$ cat config.mk
export PLATFORM = sky130hd
export DESIGN_NAME = sram_frame_reader
export DESIGN_NICKNAME = d
export VERILOG_FILES = /design/src/rtl/sram_frame_reader.sv
export SDC_FILE = /design/constraint.sdc
export NUM_CORES = 1
export LEC_CHECK = 0
export BUFFER_PORTS_ARGS = -buffer_cell sky130_fd_sc_hd__buf_2
export CORE_UTILIZATION = 45
export CTS_CLUSTER_SIZE = 40
export DETAILED_ROUTE_END_ITERATION = 8
export PLACE_DENSITY = 0.68
export SETUP_SLACK_MARGIN = 0.5
export SLEW_MARGIN = 5
export SYNTH_ARGS = -nofsm -noshare
export SYNTH_HDL_FRONTEND = slang
export SYNTH_SLANG_ARGS = --single-unit
$ cat constraint.sdc
create_clock -name clk -period 4.4 [get_ports clk]
set_input_delay 0.88 -clock clk [delete_from_list [all_inputs] [get_ports clk]]
set_output_delay 0.88 -clock clk [all_outputs]
set_load 0.03 [all_outputs]
$ cat src/rtl/sram_frame_reader.sv
// sram_frame_reader: reads a packed framebuffer out of a synchronous SRAM,
// one 32-bit word at a time, and streams its four pixels little-endian
// over a valid/ready byte interface.
module sram_frame_reader #(
    parameter int ADDR_W    = 14,
    parameter int DATA_W    = 32,
    parameter int PIX_W     = 8,
    parameter int NUM_WORDS = 2**ADDR_W
) (
    input  logic              clk,
    input  logic              rst_n,
    input  logic              start,
    input  logic              abort,
    output logic              busy,
    output logic              done,
    output logic              rd_en,
    output logic [ADDR_W-1:0] rd_addr,
    input  logic [DATA_W-1:0] rd_data,
    output logic              pix_valid,
    output logic [PIX_W-1:0]  pix_data,
    output logic              pix_last,
    input  logic              pix_ready
);

    typedef enum logic [2:0] {
        S_IDLE,
        S_READ,
        S_WAIT,
        S_SEND,
        S_DONE
    } state_t;

    localparam logic [ADDR_W-1:0] LAST_ADDR = ADDR_W'(NUM_WORDS - 1);

    state_t                  state_q, state_d;
    logic                    rd_en_q, rd_en_d;
    logic [ADDR_W-1:0]       rd_addr_q, rd_addr_d;
    logic [3:0][PIX_W-1:0]   word_q, word_d;
    logic [1:0]              idx_q, idx_d;
    logic [1:0]              idx_next;
    logic                    pix_valid_q, pix_valid_d;
    logic [PIX_W-1:0]        pix_data_q, pix_data_d;
    logic                    pix_last_q, pix_last_d;
    logic                    busy_q, busy_d;
    logic                    done_q, done_d;

    // Register every output and the sequencer state; reset returns to an idle, silent interface.
    always_ff @(posedge clk) begin
        if (!rst_n) begin
            state_q     <= S_IDLE;
            rd_en_q     <= 1'b0;
            rd_addr_q   <= '0;
            word_q      <= '0;
            idx_q       <= 2'd0;
            pix_valid_q <= 1'b0;
            pix_data_q  <= '0;
            pix_last_q  <= 1'b0;
            busy_q      <= 1'b0;
            done_q      <= 1'b0;
        end else begin
            state_q     <= state_d;
            rd_en_q     <= rd_en_d;
            rd_addr_q   <= rd_addr_d;
            word_q      <= word_d;
            idx_q       <= idx_d;
            pix_valid_q <= pix_valid_d;
            pix_data_q  <= pix_data_d;
            pix_last_q  <= pix_last_d;
            busy_q      <= busy_d;
            done_q      <= done_d;
        end
    end

    // Next-state and next-output logic; abort overrides every transition outside IDLE.
    always_comb begin
        state_d     = state_q;
        rd_en_d     = 1'b0;
        rd_addr_d   = rd_addr_q;
        word_d      = word_q;
        idx_d       = idx_q;
        idx_next    = idx_q + 2'd1;
        pix_valid_d = pix_valid_q;
        pix_data_d  = pix_data_q;
        pix_last_d  = pix_last_q;
        busy_d      = busy_q;
        done_d      = 1'b0;

        case (state_q)
            S_IDLE: begin
                if (start) begin
                    state_d   = S_READ;
                    rd_en_d   = 1'b1;
                    rd_addr_d = '0;
                    busy_d    = 1'b1;
                end
            end
            S_READ: begin
                state_d = S_WAIT;
            end
            S_WAIT: begin
                word_d      = rd_data;
                idx_d       = 2'd0;
                pix_valid_d = 1'b1;
                pix_data_d  = rd_data[PIX_W-1:0];
                pix_last_d  = 1'b0;
                state_d     = S_SEND;
            end
            S_SEND: begin
                if (pix_valid_q && pix_ready) begin
                    if (idx_q == 2'd3) begin
                        pix_valid_d = 1'b0;
                        pix_last_d  = 1'b0;
                        if (rd_addr_q == LAST_ADDR) begin
                            state_d = S_DONE;
                            done_d  = 1'b1;
                        end else begin
                            rd_addr_d = rd_addr_q + 1'b1;
                            rd_en_d   = 1'b1;
                            state_d   = S_READ;
                        end
                    end else begin
                        idx_d      = idx_next;
                        pix_data_d = word_q[idx_next];
                        pix_last_d = (idx_next == 2'd3) && (rd_addr_q == LAST_ADDR);
                    end
                end
            end
            S_DONE: begin
                busy_d  = 1'b0;
                state_d = S_IDLE;
            end
            default: begin
                state_d = S_IDLE;
            end
        endcase

        if (abort && (state_q != S_IDLE)) begin
            state_d     = S_IDLE;
            rd_en_d     = 1'b0;
            pix_valid_d = 1'b0;
            pix_last_d  = 1'b0;
            busy_d      = 1'b0;
            done_d      = 1'b0;
        end
    end

    assign busy      = busy_q;
    assign done      = done_q;
    assign rd_en     = rd_en_q;
    assign rd_addr   = rd_addr_q;
    assign pix_valid = pix_valid_q;
    assign pix_data  = pix_data_q;
    assign pix_last  = pix_last_q;

endmodule

==> results.py <==
metrics = {
    "status": {
        "status": "complete, no violations",
    },
    "sta": {
        "tightest_slew_ns": 1.074,
        "slew_violations": 0,
        "slew_headroom_pct": 28.20,
        "tns_ns": 0,
        "period_share_pct": 56.32,
        "fin_crit_ns": 2.478,
        "clock_skew_ns": 0.008063,
        "hold_viol_final": 0,
        "rsz0062_at_grt": "false",
        "fmax_mhz": 403.6,
        "whs_ns": 0.4622,
        "setup_viol": 0,
    },
    "grt": {
        "grtUsageMet1_pct": 24.83,
        "grt_start_max_net_pins": 54,
        "use_met3_pct": 5.865,
        "top_usage_layer": "met2",
        "grt_pass1_vias": 2365,
        "grt_pass1_wl_um": 11060,
        "grt.total_usage_pct": 20.01,
        "grt_overflow": 0,
        "antenna_found_initial": 0,
        "grt_util_met2_pct": 32.64,
    },
    "synth": {
        "ys.flop_type": "dfxtp_1",
        "yosys_register_bits": 64,
        "syn-num-nets": 370,
        "yosysSeqAreaShare_pct": 43.30,
        "syn_area_per_cell_sq_um": 8.967,
        "synthArstFlopShare_pct": 0,
        "yosys_warnings": 0,
        "syn_area_sq_um": 2959,
        "yosys-top-cells-area": "dfxtp_1 43%, nand2_1 11%, a21boi_0 7.9%",
        "netlist-cell-type-count": 39,
        "syn-instance-count": 330,
        "synth_top_cell_by_area": "dfxtp_1",
        "yosysTopAreaCellShare_pct": 43.30,
        "synthTopCellsByCount": "86 x nand2_1, 64 x dfxtp_1, 31 x a21boi_0, 16 x nor2_1",
        "yosysMostFrequentCell": "nand2_1",
        "synth_edf_count": 0,
    },
    "worst_setup_path": {
        "path_max_fanout": 22,
        "cp.required_ns": 4.66,
        "arrival_ns": 2.74,
        "crit_path_cell_trace": "nand3b_1, nor2b_4, a21boi_4, or3_1, a21oi_1",
        "crit_path_end_kind": "flop",
        "slowest_stage": "nand3b_1",
        "critPathKind": "flop to flop",
        "startpoint_type": "flop",
        "rrSetupSlack_ns": 1.92,
        "slowest_delay_ns": 0.79,
    },
    "clock_tree": {
        "clock_sinks": 64,
        "tritoncts": "built",
        "cts_max_level": 3,
        "post-cts-setup-buffers": 0,
        "holdBufCountCts": 0,
        "clock-root-buffer": "clkbuf_8",
        "path_clk_slew_ns": 0.06,
        "cts_resized": 0,
        "insertion_delay_ns": 0.33,
        "cts-buffers-inserted": 9,
        "clock_tree.buffer_depth": 2,
    },
    "layout": {
        "final.fill_count": 594,
        "nets": 425,
        "design_area_sq_um": 3461,
        "multiInputGateArea_sq_um": 1577,
        "syn_to_final_growth_pct": 16.96,
        "register_area_sq_um": 1281,
        "diodes": 0,
        "drive_above_1_share_pct": 24.94,
    },
    "floorplan": {
        "die_w_um": 83.09,
        "start_util_pct": 46.60,
        "rows": 29,
        "ioPinCount": 64,
        "core_sq_um": 6350,
        "design.die.area_sq_um": 6904,
        "die_h_um": 83.09,
    },
    "pwr": {
        "finalPower_mw": 1.226,
        "ir_worst_vdd_mv": 0.2258,
        "power_density_nw_per_um2": 354.2,
        "leakage_nw": 1.497,
    },
    "routing": {
        "drt_iter0_drc": 127,
        "drc_errors": 0,
        "dr.pass1.iters": 4,
        "wirelength_um": 6380,
        "routed-via-count": 2495,
        "drtAntennaViolNets": 0,
        "wire_per_inst_um": 13.69,
        "viasPerCell": 5.354,
    },
    "placement": {
        "port_buffers": 63,
        "place_congestion": 0.8081,
        "postPlaceCellArea_sq_um": 3288,
        "hpwl_um": 4416,
    },
    "job": {
        "cap_violations": 0,
    },
    "hold_path": {
        "worstHoldPathType": "flop to flop",
    },
}
-- routing by layer --
| metal | share of wire (%) | vias to the layer above |
|---|---|---|
| met2 | 46 | 57 |
| met1 | 48 | 1167 |
| met3 | 4.1 | 11 |
| met5 | 0 | - |
| met4 | 2.4 | 0 |
| li1 | - | 1260 |
-- cell families (layout without fill, tap and decap cells) --
group | Yosys count | count (layout) | share of synthesized area [%]
buf+inv | 23 | 82 | 3.510
xor+xnor | 1 | 1 | 0.2960
fa+ha+maj | 3 | 3 | 1.269
simple gates | 148 | 148 | 23.72
mux | 19 | 19 | 9.810
compound gates | 72 | 72 | 18.10
flops | 64 | 64 | 43.30
-- sequential cells by signal, indices dropped and copies added, names as in the netlist --
signal	flops
rd_en	1
idx_q	2
done	1
rd_addr	14
state_q	3
pix_last	1
busy	1
pix_valid	1
pix_data	8
word_q	32
-- power breakdown --
| part | switching, mW | internal [mW] |
|---|---|---|
| registers | 0.0196 | 0.609 |
| clock network | 0.215 | 0.230 |
| logic | 0.0935 | 0.0591 |
-- layout by cell type, fill, tap and decap left out, drive strengths merged --
cell / instances
nor2b: 6
nand4: 2
dfxtp: 64
or2: 1
clkbuf: 12
and2: 2
xor2: 1
nor3: 4
inv: 3
o211a: 8
buf: 64
o21a: 1
o221a: 4
clkinv: 2
nand3b: 3
a32oi: 1
a21boi: 35
or3: 4
nor2: 17
nand3: 7
clkinvlp: 1
nand2: 86
nor3b: 2
o21ai: 11
and4: 4
nand2b: 2
mux2i: 11
o31ai: 1
a21oi: 10
and3: 5
mux4: 8
ha: 3
nor4: 3
a211oi: 1
-- path summary, 6_finish.rpt --
kind / startpoint / end / depth (start not counted)
setup reg to reg: state_q[0]$_SDFFE_PP0P_ / rd_addr[10]$_SDFFE_PN0P_ / 5
hold reg to reg: word_q[7]$_SDFFE_PN0P_ / word_q[7]$_SDFFE_PN0P_ / 2
setup / recovery: state_q[0]$_SDFFE_PP0P_ / rd_addr[10]$_SDFFE_PN0P_ / 5
hold / removal: word_q[7]$_SDFFE_PN0P_ / word_q[7]$_SDFFE_PN0P_ / 2
-- stage by stage --
stage          std cells  utilization [%]  setup slack [ns]
6_report             466            54.50             1.922
4_1_cts              466            54.50             1.907
3_3_place_gp         451            51.78             2.005
5_1_grt              466            54.50             1.668
2_1_floorplan        330                -             2.217
3_5_place_dp         451            51.78             1.920
-- cell type report --
cell class | instances | share of cell area [%]
Multi-Input combinational cell | 243 | 45.55
Inverter | 3 | 0.3254
Timing Repair Buffer | 64 | 9.328
Clock inverter | 3 | 0.5061
Tap cell | 77 | 2.784
Sequential cell | 64 | 37.02
Clock buffer | 12 | 4.483
-- critical path: cells and delay by family (launching register included) --
kind / cells / cell delay (ns)
DFF: 1 / 0.49
and+or+nand+nor: 3 / 1.60
AOI/OAI and AO/OA: 2 / 0.31
No activity file was read; power rests on OpenSTA's default activity.
